<file path="src/rtl/priority_display_scheduler_pkg.sv">
// Shared constants for the priority display scheduler: FSM encoding,
// selection modes and requester count.
package priority_display_scheduler_pkg;

    localparam int N = 8;

    localparam logic [1:0] IDLE = 2'd0;
    localparam logic [1:0] SHOW = 2'd1;
    localparam logic [1:0] GAP  = 2'd2;

    localparam logic MODE_FIXED = 1'b0;
    localparam logic MODE_RR    = 1'b1;

endpackage

</file>
<file path="src/rtl/rr_pick8.sv">
// Combinational 8-way picker: wrapped downward search from start (round-robin)
// or plain highest-set-bit search (fixed priority).
module rr_pick8
    import priority_display_scheduler_pkg::*;
(
    input  logic [N-1:0] pending,
    input  logic [2:0]   start,
    input  logic         mode,
    output logic         found,
    output logic [2:0]   idx
);

    logic [2:0] base;

    assign base = (mode == MODE_RR) ? start : 3'd7;

    always_comb begin
        logic [2:0] probe;
        found = 1'b0;
        idx   = '0;
        probe = '0;
        for (int i = 0; i < N; i++) begin
            probe = base - 3'(i);
            if (!found && pending[probe]) begin
                found = 1'b1;
                idx   = probe;
            end
        end
    end

endmodule

</file>
<file path="src/rtl/priority_display_scheduler.sv">
// Time-shares the encoder/7-segment path among 8 sticky requests, holding each
// grant for HOLD_CYCLES enabled cycles followed by a one-cycle blank.
//
// state | meaning
// IDLE  | no grant; waiting for a pending request while enabled
// SHOW  | grant driven; dwell counter running down
// GAP   | one blank cycle so the decoder shows no_data
module priority_display_scheduler
    import priority_display_scheduler_pkg::*;
#(
    parameter int HOLD_CYCLES = 10000
)
(
    input  logic         clk,
    input  logic         rst_n,
    input  logic         ena,
    input  logic [N-1:0] req,
    input  logic         mode,
    input  logic         clear,
    output logic [N-1:0] grant,
    output logic         grant_valid,
    output logic [2:0]   grant_idx,
    output logic [N-1:0] pending
);

    localparam int CNT_W = $clog2(HOLD_CYCLES + 1);
    localparam logic [CNT_W-1:0] CNT_LOAD = CNT_W'(HOLD_CYCLES - 1);
    localparam logic [N-1:0] ONE_HOT0 = {{(N-1){1'b0}}, 1'b1};

    logic [1:0]       state;
    logic [CNT_W-1:0] counter;
    logic [2:0]       last_ptr;
    logic             expire;
    logic [N-1:0]     done_mask;
    logic             pick_found;
    logic [2:0]       pick_idx;
    logic [2:0]       rr_start;

    assign expire      = ena && (state == SHOW) && (counter == '0);
    assign done_mask   = expire ? grant : '0;
    assign grant_valid = |grant;
    assign rr_start    = last_ptr - 3'd1;

    rr_pick8 u_pick (
        .pending (pending),
        .start   (rr_start),
        .mode    (mode),
        .found   (pick_found),
        .idx     (pick_idx)
    );

    // A request arriving in the expiry cycle re-sets its bit, so set beats clear.
    always_ff @(posedge clk or negedge rst_n) begin
        if (!rst_n) begin
            pending <= '0;
        end else if (clear) begin
            pending <= '0;
        end else begin
            pending <= (pending & ~done_mask) | req;
        end
    end

    always_ff @(posedge clk or negedge rst_n) begin
        if (!rst_n) begin
            state     <= IDLE;
            grant     <= '0;
            grant_idx <= '0;
            counter   <= '0;
            last_ptr  <= '0;
        end else if (clear) begin
            state     <= IDLE;
            grant     <= '0;
            grant_idx <= '0;
            counter   <= '0;
        end else if (ena) begin
            case (state)
                // GAP selects on its way through IDLE so the blank is exactly one cycle.
                IDLE, GAP: begin
                    if (pick_found) begin
                        grant     <= ONE_HOT0 << pick_idx;
                        grant_idx <= pick_idx;
                        counter   <= CNT_LOAD;
                        last_ptr  <= pick_idx;
                        state     <= SHOW;
                    end else begin
                        state <= IDLE;
                    end
                end
                SHOW: begin
                    if (counter != '0) begin
                        counter <= counter - 1'b1;
                    end else begin
                        grant     <= '0;
                        grant_idx <= '0;
                        state     <= GAP;
                    end
                end
                default: begin
                    state     <= IDLE;
                    grant     <= '0;
                    grant_idx <= '0;
                    counter   <= '0;
                end
            endcase
        end
    end

endmodule

</file>
<file path="config.mk">
export PLATFORM = sky130hd
export DESIGN_NAME = priority_display_scheduler
export DESIGN_NICKNAME = d
export VERILOG_FILES = /design/src/rtl/priority_display_scheduler_pkg.sv /design/src/rtl/rr_pick8.sv /design/src/rtl/priority_display_scheduler.sv
export SDC_FILE = /design/constraint.sdc
export NUM_CORES = 1
export LEC_CHECK = 0
export CORE_ASPECT_RATIO = 1.1
export CORE_UTILIZATION = 30
export DETAILED_ROUTE_END_ITERATION = 16
export HOLD_SLACK_MARGIN = 0.15
export SYNTH_ARGS = -nofsm -noshare
export SYNTH_HDL_FRONTEND = slang
export SYNTH_SLANG_ARGS = --single-unit
</file>
<file path="constraint.sdc">
create_clock -name clk -period 8.8 [get_ports clk]
set_input_delay 0.88 -clock clk [delete_from_list [all_inputs] [get_ports clk]]
set_output_delay 0.88 -clock clk [all_outputs]
set_load 0.03 [all_outputs]
</file>
==> metrics.md, run 1 <==
| Metric | Value |
|---|---|
| Clock Power Share | `13.7%` |
| Port Buffer Count | `32` |
| Switching Fraction | `47.6%` |
| Number of gates resized after CTS | `0` |
| Status | `complete, no violations` |
| Remaining antenna violation count | `0` |
| Slowest stage cell, crit path | `clkdlybuf4s50_1` |
| Overflow after GRT | `0` |
| Synthesis-to-layout area growth | `18.0%` |
| CP Launch Point | `mode` |
| R2R depth | `13` |
| Synth Warn # | `0` |
| Synthesized area | `2990 um2` |
| Fin crit share | `55.3%` |
| Later-pin clock latency in the skew report | `0.30 ns` |
| Met2 WL | `3810 um` |
| Leak pwr | `1.49 nW` |
| Initial Util | `31.4%` |
| Hpwl dp | `6010 um` |
| Initial antenna violation count | `0` |
| Buffer depth of the longest clock path | `2` |
| Crit path launch type | `primary input` |
| Nets | `371` |
| Asr flop ratio synth | `100%` |
| Tot Pwr | `1.36 mW` |
| CTS HTree Levels | `2` |
| Top routing layer in use | `met4` |
| TritonCTS clock tree | `done` |
| Layout Cells excl Fill | `472` |
| Die Y | `107 um` |
| Placement Rows | `37` |
| Int Pwr | `0.714 mW` |
| Wire length per cell | `17.1 um` |
| Mapped Cells | `327` |
| Clock-pin slew on the worst setup and hold paths | `0.08 ns` |
| Vias | `2712` |
| Fin. Hold Viols | `0` |
| Filler cell count | `967` |
| Type of the most critical hold path | `register to register` |
| Core Box Area | `9540 um2` |
| Drt drc | `0` |
| Psw | `0.649 mW` |
| Max VDD drop | `0.000284 V` |
| CP max stage delay | `0.89 ns` |
| Layout cell share with drive strength beyond 1 | `13.0%` |
| FMAX | `205 MHz` |
| Cell breakdown of the critical path | `clkdlybuf4s50_1 -> nand2_1 -> inv_1 -> ha_1 -> inv_1 -> xnor2_4 -> mux4_2 -> and4_4 -> a41o_1 -> a41o_1 -> o21ba_2 -> a32o_1` |
| Seq/Total Area, Yosys | `31.8%` |
| Synth cell types | `74` |
| Pwr dens | `386 nW/um2` |
| GRT Total Usage | `15.6%` |
| Synth area leaders | `dfrtp_1 32%, mux2i_1 4.7%, nor2_1 4.3%` |
| Max-cap check violation count | `0` |
| Worst relative slew slack | `34.0%` |
| Post-synth EDFFs | `0` |
| Combinational Power Share | `66.3%` |
| Post-synth top flop | `dfrtp_1` |
| GPL Wtd Cong | `0.884` |
| Placed cell count | `464` |
| Critical path arrival | `5.05 ns` |
| Top cell type's share of synthesized area | `31.8%` |
| Pins Over Slew Limit | `0` |
| First-pass GRT wire length | `13100 um` |
| Synth Area per Inst | `9.15 um2` |
| Pin count of the biggest net entering global routing | `39` |
| Share of power burned in registers | `20.1%` |
| CP endpoint kind | `register` |
| Req. time, crit path | `8.99 ns` |
| Count of final setup violators | `0` |
| Vias in the first global route | `2594` |
| Hold buffers post-CTS | `0` |
| Iteration-0 DRC Markers | `186` |
| Metal-1 WL | `3850 um` |
| Postcts setup bufs | `0` |
| Peak fanout along the critical path | `18` |
| Root buf cell | `clkbuf_8` |
| Hold_sp | `last_ptr[1]` |
| Crit path time final | `4.87 ns` |
| Diode count | `0` |
| CTS Sinks | `38` |
| Setup CP Type | `primary input to register` |
| Worst Tran Pin Value | `0.985 ns` |
| Clock skew | `0.00621 ns` |
| CTS Buf Count | `5` |
| Worst reg2reg path startpoint | `last_ptr[0]` |
| Synth Register Bits | `38` |
| Die area | `10400 um2` |
| Net Count, Synth | `344` |
| Hold Crit Depth | `2` |
| TNS Setup | `0 ns` |
| DR pass1 iterations | `6` |
| Synth area leader | `dfrtp_1` |
| Chip width | `97.2 um` |
| RSZ-0062 raised after global routing | `false` |
| Final WL | `8060 um` |
| Met3 WL post-DR | `216 um` |
| # IOs | `33` |
| Vias/cell | `5.75` |
[placed cells by master (no fill, tap or decap), types with 3 or more instances in the layout]
master           instances
xor2_1                   3
clkbuf_8                 6
a21oi_1                 23
mux2i_1                 14
a211oi_1                 4
a32o_1                   9
nor3_1                  16
xnor2_1                  4
mux4_2                   5
o21ai_0                 13
nand3_1                  7
nand2b_1                 4
mux2_2                   6
nand2_1                 26
and2_1                   6
ha_1                     4
nor2b_1                  3
inv_1                   11
a31oi_1                  6
nor2_1                  34
or3_1                    4
clkdlybuf4s50_1         31
nor4_1                   4
dfrtp_1                 38
and3_1                   7
o31ai_1                  3
a21o_1                   6
[path summary, 6_finish.rpt]
check	slack, ns	endpoint
worst max-delay path	3.93	grant[2]
max in group asynchronous	7.56	counter[5]
worst min-delay path	0.50	last_ptr[1]
min in group asynchronous	0.67	pending[3]
worst max register to register	4.51	grant[2]
worst min register to register	0.50	last_ptr[1]
[stage by stage]
stage                     hold WS [ns]  instance area (um2)  util, %  worst slack, ns
after detailed placement         0.497                 3390     35.5             3.69
after CTS                        0.514                 3530     37.0             3.97
after global routing             0.515                 3530     37.0             3.60
final                            0.502                 3530     37.0             3.93
after global placement           0.467                 3390     35.5             3.79
after floorplan                  0.450                 2990        -             4.92
[worst max-delay path, delay by kind of cell]
| family | cells | cell delay (ns) |
|---|---|---|
| simple gates | 2 | 0.76 |
| mux | 1 | 0.61 |
| compound gates | 4 | 0.96 |
| buf+inv | 3 | 1.31 |
| fa+ha+maj | 1 | 0.22 |
| xor+xnor | 1 | 0.29 |
[cell families after synthesis]
kind of cell	after synthesis	synth area share [%]
AOI/OAI and AO/OA	98	23.9
xor gates and xnor gates	9	3.89
adders and majority gates	4	1.67
buffers and inverters	24	3.80
DFF	38	31.8
muxes	26	11.5
and+or+nand+nor	128	23.5
[cells in the mapped netlist, drive strengths merged (4+ instances only)]
master and instances:
mux2i 15, xnor2 6, nor3 18, nor2 34, or3 6, nand3 7
ha 4, a211oi 5, dfrtp 38, a32o 9, nand2 27, nor4 4
buf 10, a21o 6, o21ai 18, nand2b 4, mux4 5, inv 11
mux2 6, a31oi 6, a21oi 25, and3 7, and2 6
[state kept, by name, indices dropped and copies added, names as in the netlist]
register	flops
counter	14
grant	8
grant_idx	3
last_ptr	3
pending	8
state	2
[power by group through the flow]
stage | Sequential [mW] | Combinational [mW] | Clock, mW
CTS | 0.273 | 0.891 | 0.189
global placement | 0.276 | 0.889 | 0
finish | 0.273 | 0.903 | 0.187
global route | 0.281 | 0.973 | 0.197
floorplan | 0.295 | 0.658 | 0
detailed placement | 0.276 | 0.886 | 0
[routing by layer]
layer,track usage (%),vias up
li1,-,1291
met1,21.1,1342
met2,26.2,62
met3,1.04,17
met4,6.51,0
met5,0,-
[area by class of cell]
| cell class | count | area, um2 | area share [%] |
|---|---|---|---|
| repair buffers | 33 | 323 | 9.14 |
| flip-flops and latches | 38 | 951 | 26.9 |
| clock inverters | 2 | 60.1 | 1.70 |
| multi-input cells | 265 | 1930 | 54.6 |
| well taps | 117 | 146 | 4.14 |
| clock buffers | 6 | 82.6 | 2.34 |
| inverters | 11 | 41.3 | 1.17 |
(Power assumes the default switching activity.)
==> run 2: changes to the inputs <==
==> constraint.sdc (replaced) <==
create_clock -name clk -period 4.7 [get_ports clk]
set_input_delay 0.47 -clock clk [delete_from_list [all_inputs] [get_ports clk]]
set_output_delay 0.47 -clock clk [all_outputs]
set_load 0.03 [all_outputs]
==> run 2 against run 1 <==
Against the previous run: clock power increased by 28%; flip-flop and latch count unchanged; clock skew is 0.0024 ns higher; first-iteration DRC count is 9.1% lower; critical path depth did not move; cell area fell by 0.28%; hold slack got worse by 0.22 ns.
==> metrics.md, run 2 (same netlist as run 1, synthesis figures left out) <==
| Metric | Value |
|---|---|
| Iteration-0 DRC Markers | `169` |
| Leak pwr | `1.49 nW` |
| Wire length per cell | `16.7 um` |
| Nets | `376` |
| Final design utilization | `36.9%` |
| Tot Pwr | `2.48 mW` |
| Drt drc | `0` |
| Crit path time final | `3.79 ns` |
| Count of final setup violators | `0` |
| RSZ-0062 raised after global routing | `false` |
| TritonCTS clock tree | `done` |
| DR pass1 iterations | `4` |
| Pre-CTS WS | `0.779 ns` |
| Layout cell share with drive strength beyond 1 | `14.2%` |
| Share of power burned in registers | `20.1%` |
| Die area | `10400 um2` |
| TNS Setup | `0 ns` |
| Number of gates resized after CTS | `0` |
| Largest register FFs | `14` |
| Critical path arrival | `4.02 ns` |
| Setup CP Type | `register to register` |
| Req. time, crit path | `4.93 ns` |
| CP max stage delay | `0.85 ns` |
| Buffer depth of the longest clock path | `2` |
| Final WL | `7980 um` |
| Worst path top cell family by delay | `compound AO/OA/AOI/OAI gates` |
| Synthesis-to-layout area growth | `17.7%` |
| GRT Total Usage | `15.9%` |
| Cell breakdown of the critical path | `buf_4 -> inv_1 -> ha_1 -> nand2_1 -> buf_4 -> ha_1 -> xor2_1 -> mux2i_1 -> and3_1 -> nand4b_1 -> a31oi_1 -> a32o_1` |
| Type of the most critical hold path | `primary input to asynchronous set/reset pin` |
| Worst path bufs/invs | `3` |
| Final WS setup | `0.912 ns` |
| Switching Fraction | `49.6%` |
| Hold buffers post-CTS | `0` |
| Crit path launch type | `register` |
| Vias | `2679` |
| CTS HTree Levels | `2` |
| Pins Over Slew Limit | `0` |
| Worst Tran Pin Value | `1.04 ns` |
| Status | `complete, no violations` |
| Vias/cell | `5.62` |
| Initial antenna violation count | `0` |
| Clock Power Share | `9.7%` |
| GPL Wtd Cong | `0.872` |
| Fin crit share | `80.6%` |
| # IOs | `33` |
| Most frequent cells in the layout | `38 x dfrtp_1, 34 x nor2_1, 31 x clkdlybuf4s50_1` |
| Clock skew | `0.00863 ns` |
| CP endpoint kind | `register` |
| Max-cap check violation count | `0` |
| Die Y | `107 um` |
| Postcts setup bufs | `0` |
| CTS Sinks | `38` |
| Root buf cell | `clkbuf_8` |
| FMAX | `264 MHz` |
| Fin. Hold Viols | `0` |
| CTS Buf Count | `5` |
| Vias in the first global route | `2623` |
| Clock-pin slew on the worst setup and hold paths | `0.08 ns` |
| Port Buffer Count | `32` |
| Max VDD drop | `0.000580 V` |
| Core Box Area | `9540 um2` |
| First-pass GRT wire length | `13400 um` |
| Top flop regs | `counter: 14 flops, grant: 8 flops, pending: 8 flops` |
| Combinational Power Share | `70.2%` |
| Diode count | `0` |
| Peak fanout along the critical path | `13` |
| Pin count of the biggest net entering global routing | `39` |
| Overflow after GRT | `0` |
| Psw | `1.23 mW` |
| Slowest stage cell, crit path | `a31oi_1` |
| Initial Util | `31.4%` |
| Remaining antenna violation count | `0` |
| Worst relative slew slack | `30.6%` |
| Pwr dens | `705 nW/um2` |
| Later-pin clock latency in the skew report | `0.30 ns` |
| Commonest non-fill, non-tap cell in the layout | `dfrtp_1` |
| Most flop-heavy register | `counter` |
| Hpwl dp | `5970 um` |
| Placement Rows | `37` |
| Int Pwr | `1.25 mW` |
| Chip width | `97.2 um` |
-- run 2: final cells by class --
cell class                      count  area (um2)
Clock buffer                        6        82.6
Sequential cell                    38         951
Timing Repair Buffer               38         360
Inverter                           11        41.3
Tap cell                          117         146
Fill cell                         951        6010
Clock inverter                      2        12.5
Multi-Input combinational cell    265        1930
-- run 2: per-layer routing --
metal	up-vias	global-route usage, %	wire length [um]
met5	-	0	0
met4	0	7.04	190
met3	15	1.04	210
met2	58	26.1	3790
met1	1307	21.6	3780
li1	1299	-	-
-- run 2: per-stage QoR --
stage / std cells / hold WS (ns) / cell area, um2
4_1_cts: 477 / 0.304 / 3520
3_3_place_gp: 469 / 0.485 / 3430
2_1_floorplan: 327 / 0.174 / 2990
6_report: 477 / 0.280 / 3520
5_1_grt: 477 / 0.359 / 3520
3_5_place_dp: 469 / 0.487 / 3430
-- run 2: path summary, 6_finish.rpt --
kind	startpoint	end	slack [ns]	depth (start not counted)
setup / recovery	last_ptr[0]	grant[7]	0.91	12
hold / removal	rst_n	pending[1]	0.28	1
setup reg to reg	last_ptr[0]	grant[7]	0.91	12
hold reg to reg	grant_idx[0]	grant_idx[0]	0.50	1
max in group asynchronous	rst_n	counter[9]	3.88	1
min in group clk	grant_idx[0]	grant_idx[0]	0.50	1
-- run 2: worst register-to-register path, stage by stage (launching register included) --
cell and delay, ns:
dfrtp_1 0.33, buf_4 0.18, inv_1 0.06, ha_1 0.34, nand2_1 0.11, buf_4 0.22, ha_1 0.26, xor2_1 0.36
mux2i_1 0.33, and3_1 0.30, nand4b_1 0.15, a31oi_1 0.85, a32o_1 0.22
-- run 2: power by group through the flow --
stage | Combinational (mW) | Clock [mW] | Sequential [mW]
floorplan | 1.23 | 0 | 0.552
CTS | 1.72 | 0.248 | 0.500
global placement | 1.72 | 0 | 0.506
global route | 1.87 | 0.256 | 0.511
detailed placement | 1.71 | 0 | 0.506
finish | 1.74 | 0.240 | 0.499
